<file path="src/rtl/line_cache_ctrl.sv">
// Direct-mapped read-cache controller for a single-port line RAM.
// One RAM word holds {tag, w3, w2, w1, w0}; valid bits live in flops so a
// reset empties the cache whatever the RAM still contains. Misses burst a
// 4-word line from the memory arbiter, write it to the RAM and return the
// requested word.
//
// Handshakes: i_req is held high with a stable i_addr until o_ack, which is a
// single-cycle pulse qualifying o_rdata; o_mem_req stays high until the fourth
// i_mem_valid strobe has been taken, one strobe per cycle at most, w0 first.
module line_cache_ctrl #(
    parameter int ADDR_WIDTH  = 26,
    parameter int INDEX_WIDTH = 7,
    parameter int TAG_WIDTH   = ADDR_WIDTH - INDEX_WIDTH - 4,
    parameter int RAM_WIDTH   = TAG_WIDTH + 128
) (
    input  logic                   i_clk,
    input  logic                   i_reset_n,
    input  logic                   i_req,
    input  logic [ADDR_WIDTH-1:0]  i_addr,
    output logic                   o_ack,
    output logic [31:0]            o_rdata,
    input  logic                   i_inv,
    input  logic [ADDR_WIDTH-1:0]  i_inv_addr,
    output logic                   o_mem_req,
    output logic [ADDR_WIDTH-1:0]  o_mem_addr,
    input  logic                   i_mem_valid,
    input  logic [31:0]            i_mem_data,
    output logic [INDEX_WIDTH-1:0] o_ram_address,
    output logic [RAM_WIDTH-1:0]   o_ram_write_data,
    output logic                   o_ram_write_enable,
    input  logic [RAM_WIDTH-1:0]   i_ram_read_data,
    output logic [1:0]             o_dbg_state
);

    localparam int LINES = 1 << INDEX_WIDTH;

    typedef enum logic [1:0] {
        S_IDLE   = 2'd0,
        S_LOOKUP = 2'd1,
        S_FILL   = 2'd2,
        S_WRITE  = 2'd3
    } state_t;

    state_t                  state_q;
    logic [ADDR_WIDTH-1:0]   addr_q;
    logic [LINES-1:0]        valid_q;
    logic [LINES-1:0]        valid_d;
    logic [1:0]              cnt_q;
    logic [3:0][31:0]        line_q;
    logic                    inv_pend_q;
    logic [31:0]             rdata_q;
    logic                    mem_req_q;
    logic [ADDR_WIDTH-1:0]   mem_addr_q;
    logic                    wr_en_q;
    logic [RAM_WIDTH-1:0]    wr_data_q;

    logic [INDEX_WIDTH-1:0]  req_idx;
    logic [INDEX_WIDTH-1:0]  lat_idx;
    logic [INDEX_WIDTH-1:0]  inv_idx;
    logic [TAG_WIDTH-1:0]    lat_tag;
    logic [TAG_WIDTH-1:0]    ram_tag;
    logic [1:0]              lat_off;
    logic [3:0][31:0]        ram_line;
    logic                    inv_hits_lat;
    logic                    hit_d;
    logic                    lookup_ack_d;
    logic                    write_ack_d;
    logic                    unused_bits;

    assign req_idx  = i_addr[INDEX_WIDTH+3:4];
    assign lat_idx  = addr_q[INDEX_WIDTH+3:4];
    assign inv_idx  = i_inv_addr[INDEX_WIDTH+3:4];
    assign lat_tag  = addr_q[ADDR_WIDTH-1 -: TAG_WIDTH];
    assign lat_off  = addr_q[3:2];
    assign ram_tag  = i_ram_read_data[RAM_WIDTH-1 -: TAG_WIDTH];
    assign ram_line = i_ram_read_data[127:0];

    // Byte-offset bits and the invalidate tag/offset never affect behaviour.
    assign unused_bits = ^{i_addr[1:0], addr_q[1:0], i_inv_addr[ADDR_WIDTH-1:INDEX_WIDTH+4],
                           i_inv_addr[3:0]};

    // A snoop in the lookup cycle for the same line must not be answered from
    // the stale RAM copy, so it forces a miss.
    assign inv_hits_lat = i_inv && (inv_idx == lat_idx);
    assign hit_d        = valid_q[lat_idx] && (ram_tag == lat_tag) && !inv_hits_lat;
    assign lookup_ack_d = (state_q == S_LOOKUP) && hit_d;
    assign write_ack_d  = (state_q == S_WRITE) && i_req;

    // o_ack is decoded from the state rather than registered: a registered
    // pulse would land in IDLE while i_req is still high and re-accept the
    // same request. o_rdata holds the last returned word between acks.
    assign o_ack   = lookup_ack_d || write_ack_d;
    assign o_rdata = lookup_ack_d ? ram_line[lat_off] :
                     write_ack_d  ? line_q[lat_off]   : rdata_q;

    // The RAM must see the incoming index on the accepting edge.
    assign o_ram_address      = (state_q == S_IDLE) ? req_idx : lat_idx;
    assign o_mem_req          = mem_req_q;
    assign o_mem_addr         = mem_addr_q;
    assign o_ram_write_enable = wr_en_q;
    assign o_ram_write_data   = wr_data_q;
    assign o_dbg_state        = state_q;

    // Valid-bit update: a completed fill sets its line, an invalidate clears
    // its line afterwards so it wins when both hit the same index.
    always_comb begin
        valid_d = valid_q;
        if ((state_q == S_WRITE) && !inv_pend_q) begin
            valid_d[lat_idx] = 1'b1;
        end
        if (i_inv) begin
            valid_d[inv_idx] = 1'b0;
        end
    end

    // Controller FSM with its registered outputs, fill buffer and valid bits.
    always_ff @(posedge i_clk or negedge i_reset_n) begin
        if (!i_reset_n) begin
            state_q    <= S_IDLE;
            addr_q     <= '0;
            valid_q    <= '0;
            cnt_q      <= 2'd0;
            line_q     <= '0;
            inv_pend_q <= 1'b0;
            rdata_q    <= 32'd0;
            mem_req_q  <= 1'b0;
            mem_addr_q <= '0;
            wr_en_q    <= 1'b0;
            wr_data_q  <= '0;
        end else begin
            valid_q <= valid_d;
            case (state_q)
                S_IDLE: begin
                    inv_pend_q <= 1'b0;
                    if (i_req) begin
                        addr_q  <= i_addr;
                        state_q <= S_LOOKUP;
                    end
                end
                S_LOOKUP: begin
                    if (hit_d) begin
                        rdata_q <= ram_line[lat_off];
                        state_q <= S_IDLE;
                    end else begin
                        mem_req_q  <= 1'b1;
                        mem_addr_q <= {addr_q[ADDR_WIDTH-1:4], 4'b0000};
                        cnt_q      <= 2'd0;
                        state_q    <= S_FILL;
                    end
                end
                S_FILL: begin
                    if (inv_hits_lat) begin
                        inv_pend_q <= 1'b1;
                    end
                    if (i_mem_valid) begin
                        line_q[cnt_q] <= i_mem_data;
                        cnt_q         <= cnt_q + 2'd1;
                        if (cnt_q == 2'd3) begin
                            mem_req_q <= 1'b0;
                            wr_en_q   <= 1'b1;
                            wr_data_q <= {lat_tag, i_mem_data, line_q[2], line_q[1], line_q[0]};
                            state_q   <= S_WRITE;
                        end
                    end
                end
                S_WRITE: begin
                    wr_en_q    <= 1'b0;
                    inv_pend_q <= 1'b0;
                    if (i_req) begin
                        rdata_q <= line_q[lat_off];
                    end
                    state_q <= S_IDLE;
                end
                default: begin
                    state_q <= S_IDLE;
                end
            endcase
        end
    end

endmodule

</file>
<file path="config.mk">
export PLATFORM = sky130hd
export DESIGN_NAME = line_cache_ctrl
export DESIGN_NICKNAME = d
export VERILOG_FILES = /design/src/rtl/line_cache_ctrl.sv
export SDC_FILE = /design/constraint.sdc
export NUM_CORES = 1
export LEC_CHECK = 0
export CAP_MARGIN = 10
export CORE_UTILIZATION = 53
export DETAILED_ROUTE_END_ITERATION = 16
export GPL_TIMING_DRIVEN = 0
export PLACE_DENSITY = 0.81
export SLEW_MARGIN = 40
export SYNTH_ARGS = -nofsm -noshare
export SYNTH_HDL_FRONTEND = slang
export SYNTH_SLANG_ARGS = --single-unit
</file>
<file path="constraint.sdc">
create_clock -name i_clk -period 4.2 [get_ports i_clk]
set_input_delay 0.42 -clock i_clk [delete_from_list [all_inputs] [get_ports i_clk]]
set_output_delay 0.42 -clock i_clk [all_outputs]
set_load 0.005 [all_outputs]
</file>
# After elaboration in Yosys (flattened, before gate mapping)
# Index checks and enable logic that the tools add are counted.
[totals] regBits=486 inputBits=232 output_inout_bits=213 elab_cells=105
[op_classes] add_sub_neg=1 order_cmp=7 eq_ne=13 muxes=38 n_bitwise=4 n_reduce_logical=28
[ops] op="2-to-1 mux 128 bit" n=2
[ops] op="2-to-1 mux 32 bit" n=7
[ops] op="bitwise AND 128 bit" n=1
[ops] op="binary-select mux 32 bit (select 2 bit)" n=2
[ops] op="bitwise mux 128 bit" n=1
[ops] op="NOT 128 bit" n=1
[ops] op="OR 128 bit" n=1
[ops] op="demux 32 bit (select 2 bit)" n=1
[ops] op="case mux 32 bit (2 select lines)" n=1
[ops] op="less-than comparator 7 x 8 -> 1 bit, second input constant" n=2
[ops] op="== test 15 bit" n=1
[ops] op="AND reduction 3 bit" n=5
[ops] op="demux 1 bit (select 7 bit)" n=2
[ops] op="greater-or-equal comparator 7 x 1 -> 1 bit, second input constant" n=2
[ops] op="!= test 2 bit, second input constant" n=7
[ops] op="2-to-1 mux 2 bit" n=6
[ops] op="logical AND 1 bit" n=9
[ops] op="2-to-1 mux 1 bit" n=9
[ops] op="case mux 2 bit (4 select lines)" n=1
[ops] op="AND reduction 2 bit" n=4
[ops] op="nonzero test 2 bit" n=4
[ops] op="binary-select mux 1 bit (select 7 bit)" n=1
[ops] op="== test 7 bit" n=1
[ops] op="2-to-1 mux 7 bit" n=1
[ops] op="13 further kinds" n=19

# Longest topological paths before layout
[logic_depth] depth_word=8 depth_mapped=12 depth_no_buf=7

# Worst setup path after synthesis
# Ideal clock, no wire load.
[synth_path] path_kind="flip-flop to output port" startpoint="reg addr_q[4]" endpoint="out o_rdata[10]" arrival_ns=2.670 t_required_ns=3.780 slack_ns=1.110 stages_incl_launch_ff=10 n_path_buf=3 path_cell_list="dfrtp_1 buf_6 mux4_2 mux4_2 nor2b_1 a211o_1 buf_6 nand3_4 buf_6 mux2_2"
[synth_between] elab_chain_len=6 word_cells_on_any_way=9 classes_between="eq/ne: 1; mux: 3; reduce/logical: 5"
[synth_lines] element="from (decl)" line_no="45" source="logic [ADDR_WIDTH-1:0] addr_q;"
[synth_lines] element="from (signal assigned)" line_no="136" source="addr_q <= i_addr;"
[synth_lines] element="binary-select mux 1 bit (select 7 bit) / == test 7 bit (equally long branches)" line_no="85, 84"
[synth_lines] element="2-to-1 mux 1 bit (implied by the code) / logical AND 1 bit (equally long branches)" line_no="85, 84"
[synth_lines] element="logical AND 1 bit / zero test 1 bit (equally long branches)" line_no="85" source="assign hit_d = valid_q[lat_idx] && (ram_tag == lat_tag) && !inv_hits_lat;"
[synth_lines] element="logical AND 1 bit *" line_no="85"
[synth_lines] element="logical AND 1 bit *" line_no="86" source="assign lookup_ack_d = (state_q == S_LOOKUP) && hit_d;"
[synth_lines] element="2-to-1 mux 32 bit *" line_no="93" source="assign o_rdata = lookup_ack_d ? ram_line[lat_off] :"
[synth_lines] element="to (decl)" line_no="21" source="output logic [31:0] o_rdata,"
# Every way passes the cells marked *; elsewhere a longest branch is shown, timed or not. The select of a mux whose other input is x is not followed.

# Final worst setup path
[layout_path] startpoint="reg addr_q[4]" endpoint="out o_rdata[26]"
# Same word-level chain as after synthesis.

==> results.yml <==
run_status:
  outcome: "finished with violations"
  failed_checks: "negative setup slack"
final_layout:
  design.final.nets: 2933
  layout_commonest_cell: "sky130_fd_sc_hd__nand2_1"
  final_cell_mix: "sky130_fd_sc_hd__nand2_1, sky130_fd_sc_hd__dfrtp_1, sky130_fd_sc_hd__clkdlybuf4s50_1"
  fillers: 3057
  final_cell_area_mm2: 0.03091
  final_util_pct: 71.27
  area_growth_pct: 31.87
  final_layout_size_suffix_gt1_share_pct: 19.16
detailed_routing:
  post-route-drc-count: 0
  post_drt_via_cell_ratio: 6.112
  wire_per_inst_um: 24.57
  antenna_viol_nets_final: 0
  first_iter_violations: 2225
  detailroute.via_count: 20310
  wirelength_mm: 81.62
  first_pass_iters: 5
die:
  floorplan.rows: 76
  floorplan.die.width_um: 212.3
  floorplan.initialDensity_pct: 54.05
  design.die.area_mm2: 0.04506
  die_h_um: 212.3
  design.core.area_mm2: 0.04336
  ioPinCount: 445
timing:
  hold_violations: 0
  drv_slew: 0
  clock-skew-final_ps: 26.33
  final_min_period_over_clock_period_pct: 100.7
  slew_at_the_pin_closest_to_its_max_slew_limit_ps: 952.7
  least_setup_slack_across_all_paths_after_layout_ps: -30.22
  finalSetupViolations: 2
  fin_crit_ps: 4230
  rsz_0062_raised_after_global_routing: "true"
  slew_headroom_pct: 36.49
  max_freq_ghz: 0.2364
cts:
  ctsHtreeMaxLevel: 2
  clk_root_buf: "sky130_fd_sc_hd__clkbuf_16"
  clock_tree.buffer_depth: 3
  cts_sinks: 484
  clkLatencyLatePin_ps: 620
  cts_tree: "yes"
  cts-buffers-inserted: 51
  clkSlewWorstSetupHoldPaths_ps: 60
synthesis:
  ys.warnings.count: 0
  postSynth.asyncResetShare_pct: 100.0
  synth_ff_type: "sky130_fd_sc_hd__dfrtp_1"
  syn-cell-area_mm2: 0.02344
  syn_avg_cell_area_um2: 10.73
  synthDominantAreaCellType: "sky130_fd_sc_hd__dfrtp_1"
  synthCells: 2184
  synth_sequential_area_ratio_pct: 51.68
  count_of_flip_flops_with_a_built_in_enable_after_synthesis: 0
  synthDistinctLibCells: 47
  synth_top_cells_by_area: "sky130_fd_sc_hd__dfrtp_1, sky130_fd_sc_hd__mux2_2, sky130_fd_sc_hd__nand2_1"
  yosys.area.top_type_share_pct: 51.68
  postSynthRegisterBits: 484
grt:
  grt_util_all_layers_pct: 36.47
  grt-ovfl-total: 0
  pin_count_of_the_biggest_net_entering_global_routing: 77
  via_count_of_the_first_global_routing_pass: 20680
  initial_antenna_violation_count: 3
  grt_pass1_wl_mm: 122.9
pwr:
  totalPowerFinal_uw: 20620
  p_per_area_mw_per_mm2: 667.2
  max-vdd-ir-drop_mv: 0.3928
  static_leakage_uw: 0.01377
placed_design:
  port_buffers: 412
  detailedPlacementHpwl_mm: 57.44
  dpl-instance-area_mm2: 0.02853
  final_wtd_congestion: 0.9328
job:
  timing.max_cap.violations: 0
min_path:
  min-delay-path-class: "input port to flop"
critical_path:
  path_class: "flop to output port"
  category_of_the_worst_setup_path_capture_point: "output port"
  required_ps: 3780
  timing.critical_path.fanout_max: 10
  critPathLaunchType: "flop"
  crit_arrival_ps: 3810
-- kinds of logic after synthesis --
logic type | synth area share [%]
simple gates | 14.54
flops | 51.68
mux | 21.57
compound gates | 7.784
buf+inv | 3.107
xor+xnor | 0.8221
fa+ha+maj | 0.4805
other cells | 0.01600
-- path summary, 6_finish.rpt --
check	startpoint	end	slack, ps	cells past startpoint
min in group asynchronous	i_reset_n	o_ram_write_data[138]$_DFFE_PN0P_	280	2
worst max register to register	o_dbg_state[0]$_DFFE_PN0P_	rdata_q[28]$_DFFE_PN0P_	830	9
worst max-delay path	addr_q[4]$_DFFE_PN0P_	o_rdata[26]	-30	16
worst min-delay path	i_inv_addr[6]	valid_q[126]$_DFF_PN0_	240	2
max in group asynchronous	i_reset_n	o_ram_write_data[38]$_DFFE_PN0P_	2580	5
worst min register to register	o_ram_write_data[36]$_DFFE_PN0P_	o_ram_write_data[36]$_DFFE_PN0P_	470	2
-- area by class of cell --
class                   instances  area [um^2]  share of cell area (%)
diodes                          2        5.005                 0.01619
clock buffers                  65         1409                   4.559
well taps                     585        732.0                   2.368
multi-input cells            1541        10770                   34.83
repair buffers                456         4559                   14.75
inverters                      10        37.54                  0.1215
flip-flops and latches        484        12110                   39.19
plain buffers                 148        744.5                   2.409
clock inverters                31        540.5                   1.749
-- power by group --
| group | switching, uW | internal, uW |
|---|---|---|
| combinational | 4410 | 4170 |
| sequential | 929 | 5880 |
| clock | 2030 | 3200 |
| total | 7370 | 13300 |
-- through the flow --
| stage | setup slack [ps] | hold slack, ps | setup TNS, ps | std cells |
|---|---|---|---|---|
| 3_5_place_dp | -300.6 | 318.4 | -7953 | 3191 |
| 3_3_place_gp | -18000 | 453.5 | -8697710 | 3184 |
| 4_1_cts | -30.44 | 220.4 | -76.27 | 3305 |
| 6_report | -30.22 | 240.8 | -49.45 | 3322 |
| 5_1_grt | -111.2 | 257.2 | -207.4 | 3321 |
| 2_1_floorplan | 1110 | 124.4 | 0 | 2187 |
-- synth_stat cells (all sizes together) (13+ instances only) --
master,n
nand2,511
dfrtp,484
a21oi,263
mux2,215
clkbuf,102
nor2,101
mux4,80
mux2i,76
nand3,76
buf,50
nor3,48
nand2b,46
o221ai,32
xnor2,18
a22oi,13
-- flip-flops by register name, indices dropped and copies added (netlist names), named ones only --
register            flops
cnt_q                   2
o_ram_write_enable      1
inv_pend_q              1
rdata_q                32
o_mem_addr             22
valid_q               128
o_mem_req               1
o_dbg_state             1
o_ram_write_data      143
line_q                128
addr_q                 24
-- repair_timing --
action	in CTS	in global routing
endpoints found under the setup margin	33	32
gates cloned	1	1
resized for setup	95	36
pin swaps	5	12
endpoints found under the hold margin	35	0
buffers inserted	19	15
hold buffers	1	0
-- critical path, stage by stage (launching register included) --
cell and delay, ps:
sky130_fd_sc_hd__dfrtp_2 430, sky130_fd_sc_hd__buf_12 150, sky130_fd_sc_hd__buf_12 150, sky130_fd_sc_hd__buf_12 130, sky130_fd_sc_hd__mux2i_2 150, sky130_fd_sc_hd__a22oi_2 210
sky130_fd_sc_hd__a21oi_2 90, sky130_fd_sc_hd__o41ai_2 350, sky130_fd_sc_hd__buf_4 190, sky130_fd_sc_hd__and4_4 260, sky130_fd_sc_hd__nand3_4 100, sky130_fd_sc_hd__buf_12 170
sky130_fd_sc_hd__buf_16 130, sky130_fd_sc_hd__buf_4 120, sky130_fd_sc_hd__buf_4 130, sky130_fd_sc_hd__mux2_4 310, sky130_fd_sc_hd__buf_6 130
-- per-layer routing --
metal  part of all wire, %  up-vias  GRT usage, %
met2                    48     1244         58.86
met5                 0.013        -             0
met3                   9.7      266         8.538
met1                    37    10120         46.44
li1                      -     8674             -
met4                   5.3        2         17.71
Power figures use the tool's default switching activity.
